===== src/rtl/load_store_unit.sv =====
`default_nettype none
// ============================================================================
// Module   : load_store_unit
// Brief    : Memory-access stage. Takes the decoder's data-access controls,
//            checks alignment, runs one valid/ready bus transaction with
//            byte-lane steering and a timeout, and returns load data
//            right-justified and zero/sign-extended. Stalls the core for the
//            duration of the access.
// Revision : 1.0 - initial release
// ============================================================================
module load_store_unit #(
    parameter int unsigned TIMEOUT_CYCLES = 255
) (
    input  logic        clk,
    input  logic        reset_n_i,
    input  logic        addr_valid_i,
    input  logic        d_we_i,
    input  logic [31:0] addr_i,
    input  logic [3:0]  mask_i,
    input  logic        sext_i,
    input  logic [31:0] wdata_i,
    output logic        stall_o,
    output logic        done_o,
    output logic [31:0] rdata_o,
    output logic        misalign_o,
    output logic        bus_err_o,
    output logic        bus_valid_o,
    output logic        bus_we_o,
    output logic [31:0] bus_addr_o,
    output logic [3:0]  bus_wstrb_o,
    output logic [31:0] bus_wdata_o,
    input  logic        bus_ready_i,
    input  logic [31:0] bus_rdata_i
);

    // Counter is at least 8 bits and grows if the timeout needs more.
    localparam int unsigned c_CNT_W =
        ($clog2(TIMEOUT_CYCLES + 1) > 8) ? $clog2(TIMEOUT_CYCLES + 1) : 8;
    localparam logic [c_CNT_W-1:0] c_TIMEOUT = c_CNT_W'(TIMEOUT_CYCLES);

    typedef enum logic [1:0] {
        S_IDLE = 2'd0,
        S_BUS  = 2'd1,
        S_DONE = 2'd2
    } state_e;

    state_e               state_q;
    logic [c_CNT_W-1:0]   cnt_q;
    logic [1:0]           off_q;
    logic [3:0]           mask_q;
    logic                 sext_q;
    logic                 done_q;
    logic                 misalign_q;
    logic                 bus_err_q;
    logic [31:0]          rdata_q;
    logic                 bus_valid_q;
    logic                 bus_we_q;
    logic [31:0]          bus_addr_q;
    logic [3:0]           bus_wstrb_q;
    logic [31:0]          bus_wdata_q;

    logic                 req_aligned;
    logic [31:0]          rdata_shift;
    logic [31:0]          load_data;
    logic                 timeout_hit;

    // Alignment check: only byte, half and word masks are legal.
    always_comb begin
        req_aligned = 1'b0;
        case (mask_i)
            4'b0001: req_aligned = 1'b1;
            4'b0011: req_aligned = ~addr_i[0];
            4'b1111: req_aligned = (addr_i[1:0] == 2'b00);
            default: req_aligned = 1'b0;
        endcase
    end

    // Right-justify the returned lane, then trim and extend to access width.
    always_comb begin
        rdata_shift = bus_rdata_i >> {off_q, 3'b000};
        load_data   = rdata_shift;
        case (mask_q)
            4'b0001: load_data = {{24{sext_q & rdata_shift[7]}},  rdata_shift[7:0]};
            4'b0011: load_data = {{16{sext_q & rdata_shift[15]}}, rdata_shift[15:0]};
            default: load_data = rdata_shift;
        endcase
    end

    // A zero timeout parameter disables the abort entirely.
    assign timeout_hit = (TIMEOUT_CYCLES != 0) && (cnt_q == c_TIMEOUT);

    // Access sequencer with registered bus and status outputs.
    always_ff @(posedge clk) begin
        if (!reset_n_i) begin
            state_q     <= S_IDLE;
            cnt_q       <= '0;
            off_q       <= 2'b00;
            mask_q      <= 4'b0000;
            sext_q      <= 1'b0;
            done_q      <= 1'b0;
            misalign_q  <= 1'b0;
            bus_err_q   <= 1'b0;
            rdata_q     <= '0;
            bus_valid_q <= 1'b0;
            bus_we_q    <= 1'b0;
            bus_addr_q  <= '0;
            bus_wstrb_q <= 4'b0000;
            bus_wdata_q <= '0;
        end else begin
            case (state_q)
                S_IDLE: begin
                    if (addr_valid_i) begin
                        if (req_aligned) begin
                            state_q     <= S_BUS;
                            cnt_q       <= '0;
                            off_q       <= addr_i[1:0];
                            mask_q      <= mask_i;
                            sext_q      <= sext_i;
                            bus_valid_q <= 1'b1;
                            bus_we_q    <= d_we_i;
                            bus_addr_q  <= {addr_i[31:2], 2'b00};
                            bus_wstrb_q <= mask_i << addr_i[1:0];
                            bus_wdata_q <= wdata_i << {addr_i[1:0], 3'b000};
                        end else begin
                            // Illegal request completes immediately, bus untouched.
                            state_q    <= S_DONE;
                            done_q     <= 1'b1;
                            misalign_q <= 1'b1;
                            rdata_q    <= '0;
                        end
                    end
                end
                S_BUS: begin
                    if (bus_ready_i) begin
                        // Ready takes priority over a coincident timeout.
                        state_q     <= S_DONE;
                        bus_valid_q <= 1'b0;
                        done_q      <= 1'b1;
                        rdata_q     <= bus_we_q ? '0 : load_data;
                    end else if (timeout_hit) begin
                        state_q     <= S_DONE;
                        bus_valid_q <= 1'b0;
                        done_q      <= 1'b1;
                        bus_err_q   <= 1'b1;
                        rdata_q     <= '0;
                    end else begin
                        cnt_q <= cnt_q + c_CNT_W'(1);
                    end
                end
                S_DONE: begin
                    // Single-cycle completion; request is not re-sampled here.
                    state_q    <= S_IDLE;
                    done_q     <= 1'b0;
                    misalign_q <= 1'b0;
                    bus_err_q  <= 1'b0;
                end
                default: begin
                    state_q <= S_IDLE;
                end
            endcase
        end
    end

    assign stall_o     = addr_valid_i & ~done_q;
    assign done_o      = done_q;
    assign rdata_o     = rdata_q;
    assign misalign_o  = misalign_q;
    assign bus_err_o   = bus_err_q;
    assign bus_valid_o = bus_valid_q;
    assign bus_we_o    = bus_we_q;
    assign bus_addr_o  = bus_addr_q;
    assign bus_wstrb_o = bus_wstrb_q;
    assign bus_wdata_o = bus_wdata_q;

endmodule
`default_nettype wire


===== config.mk =====
export PLATFORM = sky130hd
export DESIGN_NAME = load_store_unit
export DESIGN_NICKNAME = d
export VERILOG_FILES = /design/src/rtl/load_store_unit.sv
export SDC_FILE = /design/constraint.sdc
export NUM_CORES = 1
export LEC_CHECK = 0
export CAP_MARGIN = 40
export CORE_ASPECT_RATIO = 1.4
export CORE_MARGIN = 4
export CORE_UTILIZATION = 39
export DETAILED_ROUTE_END_ITERATION = 10
export PLACE_DENSITY = 0.77
export SYNTH_ARGS = -nofsm -noshare
export SYNTH_HDL_FRONTEND = slang
export SYNTH_SLANG_ARGS = --single-unit

===== constraint.sdc =====
create_clock -name clk -period 2 [get_ports clk]
set_clock_uncertainty 0.2 [all_clocks]
set_input_delay 0.4 -clock clk [delete_from_list [all_inputs] [get_ports clk]]
set_output_delay 0.4 -clock clk [all_outputs]
set_load 0.005 [all_outputs]

==> results of run 1 <==
critical path, delay by kind of cell, from the launching register on:
kind / cells / cell delay [ps]
DFF: 1 / 350
adders and majority gates: 1 / 210
AOI/OAI and AO/OA: 3 / 570
buffers and inverters: 1 / 310
and+or+nand+nor: 2 / 200
cell families (layout without fill, tap and decap cells):
| logic type | Yosys count | in the layout |
|---|---|---|
| buffers and inverters | 59 | 317 |
| adder cells (fa/ha/maj) | 1 | 1 |
| flip-flops | 120 | 120 |
| AND/OR/NAND/NOR | 258 | 258 |
| other | 1 | 2 |
| AO/OA/AOI/OAI | 154 | 154 |
| multiplexers | 52 | 52 |
layer usage:
| metal | vias to the layer above | wire length [um] | track usage, % |
|---|---|---|---|
| met5 | - | 0 | 0 |
| met4 | 0 | 542 | 9.72 |
| met3 | 37 | 1230 | 5.66 |
| met2 | 222 | 9540 | 40.3 |
| met1 | 2646 | 6820 | 25.4 |
| li1 | 2738 | - | - |
worst max-delay path by stage:
stage,to,slack (ps),depth (start not counted)
after global routing,rdata_o[26],-10,7
after floorplan,rdata_o[10],9,6
after CTS,bus_wdata_o[6],5,9
after global placement,rdata_o[14],-590,6
after detailed placement,rdata_o[8],-610,6
final,rdata_o[22],20,7
through the flow:
stage	utilization (%)	instances	setup TNS, ps
2_1_floorplan	-	646	0
3_3_place_gp	59.3	1045	-56150
3_5_place_dp	59.3	1045	-58660
4_1_cts	64.9	1084	0
5_1_grt	66.0	1086	-64.1
6_report	66.0	1086	0
registers in the layout (all words and copies together) (netlist names):
| signal | cells |
|---|---|
| bus_addr_o | 30 |
| bus_err_o | 1 |
| bus_valid_o | 1 |
| bus_wdata_o | 32 |
| bus_we_o | 1 |
| bus_wstrb_o | 4 |
| cnt_q | 8 |
| done_o | 1 |
| mask_q | 4 |
| misalign_o | 1 |
| off_q | 2 |
| rdata_o | 32 |
| sext_q | 1 |
| state_q | 2 |
cell usage in the layout, fill, tap and decap left out, types with 4 or more instances in the layout:
| cell | Yosys | routed |
|---|---|---|
| or3_1 | 14 | 11 |
| and2_4 | 0 | 4 |
| a21oi_1 | 83 | 77 |
| nor3_1 | 9 | 9 |
| clkinvlp_4 | 0 | 6 |
| mux2_2 | 16 | 16 |
| o211ai_1 | 16 | 16 |
| inv_1 | 6 | 6 |
| a211oi_2 | 0 | 6 |
| a22o_1 | 8 | 8 |
| dfxtp_1 | 120 | 117 |
| mux2i_1 | 36 | 35 |
| nand3_1 | 12 | 11 |
| clkbuf_16 | 0 | 17 |
| clkdlybuf4s50_1 | 0 | 201 |
| nand2_1 | 138 | 137 |
| a21oi_2 | 0 | 5 |
| o21ai_0 | 6 | 5 |
| nor2_1 | 61 | 60 |
| a221oi_1 | 8 | 6 |
| buf_4 | 6 | 55 |
| nor2b_1 | 5 | 4 |
| buf_6 | 0 | 5 |
| buf_12 | 0 | 5 |
| inv_6 | 0 | 4 |
| a211oi_1 | 16 | 10 |
| a211o_1 | 7 | 7 |
cell type report:
| cell class | count | area, um^2 |
|---|---|---|
| Sequential cell | 120 | 2410 |
| Fill cell | 1099 | 4550 |
| Tap cell | 182 | 228 |
| Inverter | 7 | 27.5 |
| Timing Repair Buffer | 278 | 2770 |
| Multi-Input combinational cell | 467 | 2860 |
| Clock inverter | 12 | 93.8 |
| Clock buffer | 20 | 457 |
power by group:
group	internal (mW)	switching, mW
clock	1.66	1.17
sequential	2.43	0.0226
combinational	0.448	0.326
total	4.54	1.52
what timing repair did:
item                       in CTS  in global routing
resized for setup              27                 35
cloned                          3                  0
buffers inserted                4                  2
setup endpoints to repair      99                116
pin swaps                       5                  7
==> out/results.tsv, run 1 <==
stage	metric	value	unit
status	run status	finished, final reports clean	
logic_synthesis	Compound-Gate Fraction of Synth Area	18.9	%
clocking	CTS tree	yes	
setup_path	Crit path largest cell delay	350	ps
place	pre-CTS WS	-607	ps
place	Cell Area, Placed	7940	um^2
logic_synthesis	adder-cell share of the synthesized area	0.234	%
logic_synthesis	post-synth top area cell	dfxtp_1	
logic_synthesis	register area share after synthesis	44.9	%
power_and_ir_drop	total power	6.06	mW
place	IO Port Bufs	209	
clocking	Inserted Clock Buffers	17	
timing	Worst slew margin	55.8	%
timing	final hold violation count	0	
global_route	global-route wire length before repair	28400	um
clocking	hold-fix buffers at CTS	0	
worst_hold_path	WHS Path Cells	4	
cells_and_area	area added between synthesis and finish	65.3	%
cells_and_area	post-route cell area	8840	um^2
job	Max Cap Viol	0	
die	Initial Utilization	39.9	%
timing	clock period minus worst slack	1980	ps
logic_synthesis	Primary FF master, synth	dfxtp_1	
setup_path	critical path, cell by cell	ha_2, nand3_2, o21ai_4, a32oi_4, bufbuf_16, a211oi_1, nor2_1	
clocking	H-Tree Depth	4	
global_route	gr ovfl total	0	
die	io pins	212	
die	Die ar.	15700	um^2
logic_synthesis	Cells after Synth	645	
timing	maximum clock rate	506	MHz
worst_hold_path	hold worst-path end	off_q[0]	
timing	worst slew pin tran	661	ps
clocking	worst-case clock buffer depth	2	
cells_and_area	layout cells sized above 1	17.7	%
timing	unrepaired setup endpoints after global routing	true	
setup_path	worst path arrival time	2070	ps
setup_path	reg2reg start	cnt_q[0]	
setup_path	CP max stage cell	dfxtp_1	
logic_synthesis	Synth top area share	44.9	%
die	Row Count	50	
place	DP Wirelength	12800	um
die	Die X	107	um
worst_hold_path	Hold Path Class	input port to flip-flop	
timing	final worst setup slack	23.7	ps
global_route	number of global-route vias before repair	5422	
logic_synthesis	Synth area leaders	dfxtp_1 (45%), nand2_1 (9.7%), a21oi_1 (7.8%)	
detailed_routing	vias per cell	5.20	
setup_path	CP startpoint	cnt_q[0]	
setup_path	Worst R2R Path Depth	7	
power_and_ir_drop	peak supply drop	0.000513	V
logic_synthesis	number of synthesized register bits	120	
power_and_ir_drop	Leakage Power	3.22	nW
setup_path	Reg-to-Reg End	rdata_o[22]	
setup_path	Worst R2R Setup Slack	20	ps
die	Die Ht	147	um
cells_and_area	post-layout net count	998	
clocking	Worst-path clk slew	60	ps
global_route	gr usage total	22.7	%
detailed_routing	Vias	5643	
timing	Pins Over Slew Limit	0	
place	GPL Wtd Cong	0.834	
global_route	largest net degree at the start of global routing	43	
logic_synthesis	Synth Area in XOR/XNOR	0	%
detailed_routing	drc violations	0	
global_route	initial antenna violation count	0	
logic_synthesis	mux share of post-synthesis cell area	10.1	%
detailed_routing	post-route antenna net violation count	0	
logic_synthesis	most frequent cells after synthesis	nand2_1 (138), dfxtp_1 (120), a21oi_1 (83)	
detailed_routing	Iter 0 DRT Violations	224	
timing	Setup violations, final	0	
timing	Hold Slack	193	ps
setup_path	Setup CP Type	flip-flop to flip-flop	
setup_path	Critical Path End Type	flip-flop	
detailed_routing	DRT Wirelength	18100	um
logic_synthesis	Mapped Area	5350	um^2
detailed_routing	Avg WL per Cell	16.7	um
setup_path	CP Data Required Time	2090	ps
logic_synthesis	most frequent cell after synthesis	nand2_1	
logic_synthesis	largest family of logic cells by synthesized area	simple AND/OR/NAND/NOR gates	
setup_path	crit start category	flip-flop	
logic_synthesis	synth unique cells	44	
setup_path	crit path max fanout	10	
logic_synthesis	syn_area_per_cell	8.29	um^2
logic_synthesis	Ys Warns	0	
detailed_routing	Initial DRT Pass Iterations	4	
power_and_ir_drop	pwr dens	685	nW/um^2
logic_synthesis	asr flop ratio synth	0	%
logic_synthesis	Synth Area in Simple Gates	20.9	%
clocking	Worst-Skew Late Latency	410	ps
worst_hold_path	hold wc startpoint	addr_i[0]	
die	core area	13400	um^2
clocking	CTS Sinks	120	
cells_and_area	Ant. Diodes	0	
clocking	root buf cell	clkbuf_16	
timing	period utilization	98.8	%
logic_synthesis	Post-synth EDFFs	0	
No activity file was read; power rests on OpenSTA's default activity.
==> run 2, diff against run 1 <==
--- a/config.mk
+++ b/config.mk
@@ -10,6 +10,7 @@
 export CORE_MARGIN = 4
 export CORE_UTILIZATION = 39
 export DETAILED_ROUTE_END_ITERATION = 10
+export HOLD_SLACK_MARGIN = 0.1
 export PLACE_DENSITY = 0.77
 export SYNTH_ARGS = -nofsm -noshare
 export SYNTH_HDL_FRONTEND = slang
==> results of run 2 <==
The final DEF is identical to that of run 1; final timing and power are the same.
==> run 3, diff against run 2 <==
--- a/config.mk
+++ b/config.mk
@@ -9,9 +9,11 @@
 export CORE_ASPECT_RATIO = 1.4
 export CORE_MARGIN = 4
 export CORE_UTILIZATION = 39
+export CTS_BUF_LIST = sky130_fd_sc_hd__clkbuf_16
+export CTS_CLUSTER_SIZE = 25
 export DETAILED_ROUTE_END_ITERATION = 10
 export HOLD_SLACK_MARGIN = 0.1
-export PLACE_DENSITY = 0.77
+export PLACE_DENSITY = 0.76
 export SYNTH_ARGS = -nofsm -noshare
 export SYNTH_HDL_FRONTEND = slang
 export SYNTH_SLANG_ARGS = --single-unit
==> run 3 against run 2 <==
Effect of this change: hold slack better by 56 ps; utilization fell by 1.3 points; cell area down 1.9%; power is 1.4% lower.
==> out/results.tsv, run 3 (same netlist as run 1, synthesis figures left out) <==
stage	metric	value	unit	change
setup_path	reg2reg start	cnt_q[1]		was cnt_q[0]
die	Die ar.	15700	um^2	unchanged
detailed_routing	Initial DRT Pass Iterations	5		was 4
setup_path	critical path, cell by cell	clkdlybuf4s50_1, buf_4, nor2b_1, dlygate4sd2_1		was ha_2, nand3_2, o21ai_4, a32oi_4, bufbuf_16, a211oi_1, nor2_1
power_and_ir_drop	pwr dens	689	nW/um^2	was 685 nW/um^2
timing	unrepaired setup endpoints after global routing	true		unchanged
die	io pins	212		unchanged
clocking	root buf cell	clkbuf_16		unchanged
power_and_ir_drop	Leakage Power	3.15	nW	was 3.22 nW
global_route	initial antenna violation count	0		unchanged
setup_path	CP startpoint	addr_valid_i		was cnt_q[0]
cells_and_area	Seq. cell area	2410	um^2	about the same
detailed_routing	DRT Wirelength	17400	um	was 18100 um
global_route	gr usage total	21.8	%	was 22.7%
detailed_routing	Avg WL per Cell	16.1	um	was 16.7 um
clocking	hold-fix buffers at CTS	0		unchanged
worst_hold_path	Hold Path Class	flip-flop to flip-flop		was input port to flip-flop
global_route	number of global-route vias before repair	5351		was 5422
timing	Setup violations, final	0		unchanged
timing	Pins Over Slew Limit	0		unchanged
clocking	Worst-path clk slew	50	ps	was 60 ps
clocking	Worst-Skew Late Latency	400	ps	was 410 ps
clocking	Inserted Clock Buffers	17		unchanged
cells_and_area	most frequent cells in the layout	clkdlybuf4s50_1 (201), nand2_1 (137), dfxtp_1 (116)		was clkdlybuf4s50_1 (201), nand2_1 (137), dfxtp_1 (117)
status	run status	finished, final reports clean		unchanged
setup_path	Worst R2R Path Depth	8		was 7
detailed_routing	Vias	5515		was 5643
place	DP Wirelength	12600	um	was 12800 um
setup_path	Critical Path End Type	output pin		was flip-flop
setup_path	Worst Setup EP	stall_o		was rdata_o[22]
timing	clock period minus worst slack	1950	ps	was 1980 ps
cells_and_area	layout cells sized above 1	15.6	%	was 17.7%
setup_path	worst path arrival time	1350	ps	was 2070 ps
timing	Hold Slack	249	ps	was 193 ps
setup_path	crit start category	input port		was flip-flop
cells_and_area	multi-input logic area	2800	um^2	was 2860 um^2
setup_path	Crit path largest cell delay	470	ps	was 350 ps
die	Die X	107	um	unchanged
detailed_routing	vias per cell	5.11		was 5.20
setup_path	Reg-to-Reg End	cnt_q[5]		was rdata_o[22]
die	Die Ht	147	um	unchanged
global_route	gr ovfl total	0		unchanged
clocking	worst-case clock buffer depth	2		unchanged
die	core area	13400	um^2	unchanged
setup_path	crit path max fanout	2		was 10
die	Row Count	50		unchanged
die	Initial Utilization	39.9	%	unchanged
cells_and_area	post-layout net count	990		was 998
cells_and_area	commonest non-fill, non-tap cell in the layout	clkdlybuf4s50_1		unchanged
detailed_routing	Iter 0 DRT Violations	199		was 224
setup_path	CP Data Required Time	1400	ps	was 2090 ps
power_and_ir_drop	peak supply drop	0.000501	V	was 0.000513 V
timing	worst slew pin tran	643	ps	was 661 ps
clocking	H-Tree Depth	4		unchanged
cells_and_area	area added between synthesis and finish	62.2	%	was 65.3%
global_route	largest net degree at the start of global routing	52		was 43
place	IO Port Bufs	209		unchanged
timing	Worst slew margin	57.0	%	was 55.8%
cells_and_area	Layout fillers	1158		was 1099
clocking	CTS Sinks	120		unchanged
timing	setup tns final	0	ps	unchanged
setup_path	Setup CP Type	input port to output pin		was flip-flop to flip-flop
setup_path	CP max stage cell	clkdlybuf4s50_1		was dfxtp_1
place	GPL Wtd Cong	0.844		was 0.834
setup_path	Worst R2R Setup Slack	70	ps	was 20 ps
detailed_routing	post-route antenna net violation count	0		unchanged
timing	period utilization	97.4	%	was 98.8%
detailed_routing	drc violations	0		unchanged
timing	maximum clock rate	513	MHz	was 506 MHz
clocking	CTS tree	yes		unchanged
timing	final hold violation count	0		unchanged
job	Max Cap Viol	0		unchanged
global_route	global-route wire length before repair	27300	um	was 28400 um
run 3: cell types whose count changed in the layout (fill, tap and decap cells not counted), sizes merged, moves of 2 or more:
cell,change
clkbuf,-3
bufbuf,-3
buf,-5
dlygate4sd2,+2
clkdlybuf4s15,-3
inv,-2
clkinv,+4
run 3: worst min-delay path by stage:
| stage | depth (start not counted) | end | from |
|---|---|---|---|
| global placement | 2 | bus_wdata_o[13] | bus_wdata_o[13] |
| detailed placement | 2 | bus_wdata_o[6] | bus_wdata_o[6] |
| floorplan | 2 | mask_q[0] | mask_q[0] |
| finish | 2 | bus_wdata_o[10] | bus_wdata_o[10] |
| CTS | 2 | bus_wdata_o[13] | bus_wdata_o[13] |
| global route | 2 | bus_addr_o[3] | bus_addr_o[3] |
run 3: cell type report:
class,count,share of cell area [%]
tap,182,2.63
timing repair buffer,270,30.8
clock inverter,15,1.33
sequential,120,27.8
clock buffer,17,4.91
multi-input combinational,467,32.2
inverter,7,0.317
antenna,1,0.0289
run 3: power by group:
group          switching [mW]  internal [mW]  total, mW
Clock                    1.10           1.68       2.78
Combinational           0.317          0.428      0.745
Sequential             0.0228           2.43       2.45
Total                    1.44           4.54       5.97
run 3: critical path, delay by kind of cell:
kind | cells | cell delay, ps
buf+inv | 3 | 830
simple gates | 1 | 130
run 3: stage by stage:
step | instance area, um^2 | setup slack (ps) | power [mW] | instances | util, %
after floorplan | 5350 | 9.20 | 2.77 | 646 | -
after global placement | 7930 | -527 | 3.19 | 1041 | 59.2
after detailed placement | 7930 | -582 | 3.20 | 1041 | 59.2
after CTS | 8560 | 2.12 | 6.00 | 1076 | 63.9
after global routing | 8670 | -61.3 | 6.20 | 1078 | 64.8
final | 8670 | 52.0 | 5.97 | 1079 | 64.8
run 3: layer usage:
metal | share of wire (%) | GRT usage, % | vias to the layer above
met2 | 52 | 37.6 | 183
li1 | - | - | 2728
met1 | 38 | 24.6 | 2573
met4 | 3.1 | 9.28 | 0
met3 | 7.1 | 6.59 | 31
met5 | 0 | 0 | -
run 3: timing repair:
action	in CTS	in global routing
hold endpoints to repair	0	0
setup endpoints to repair	57	40
resized for setup	20	26
pin swaps	0	8
setup buffers	2	1
gates cloned	1	1
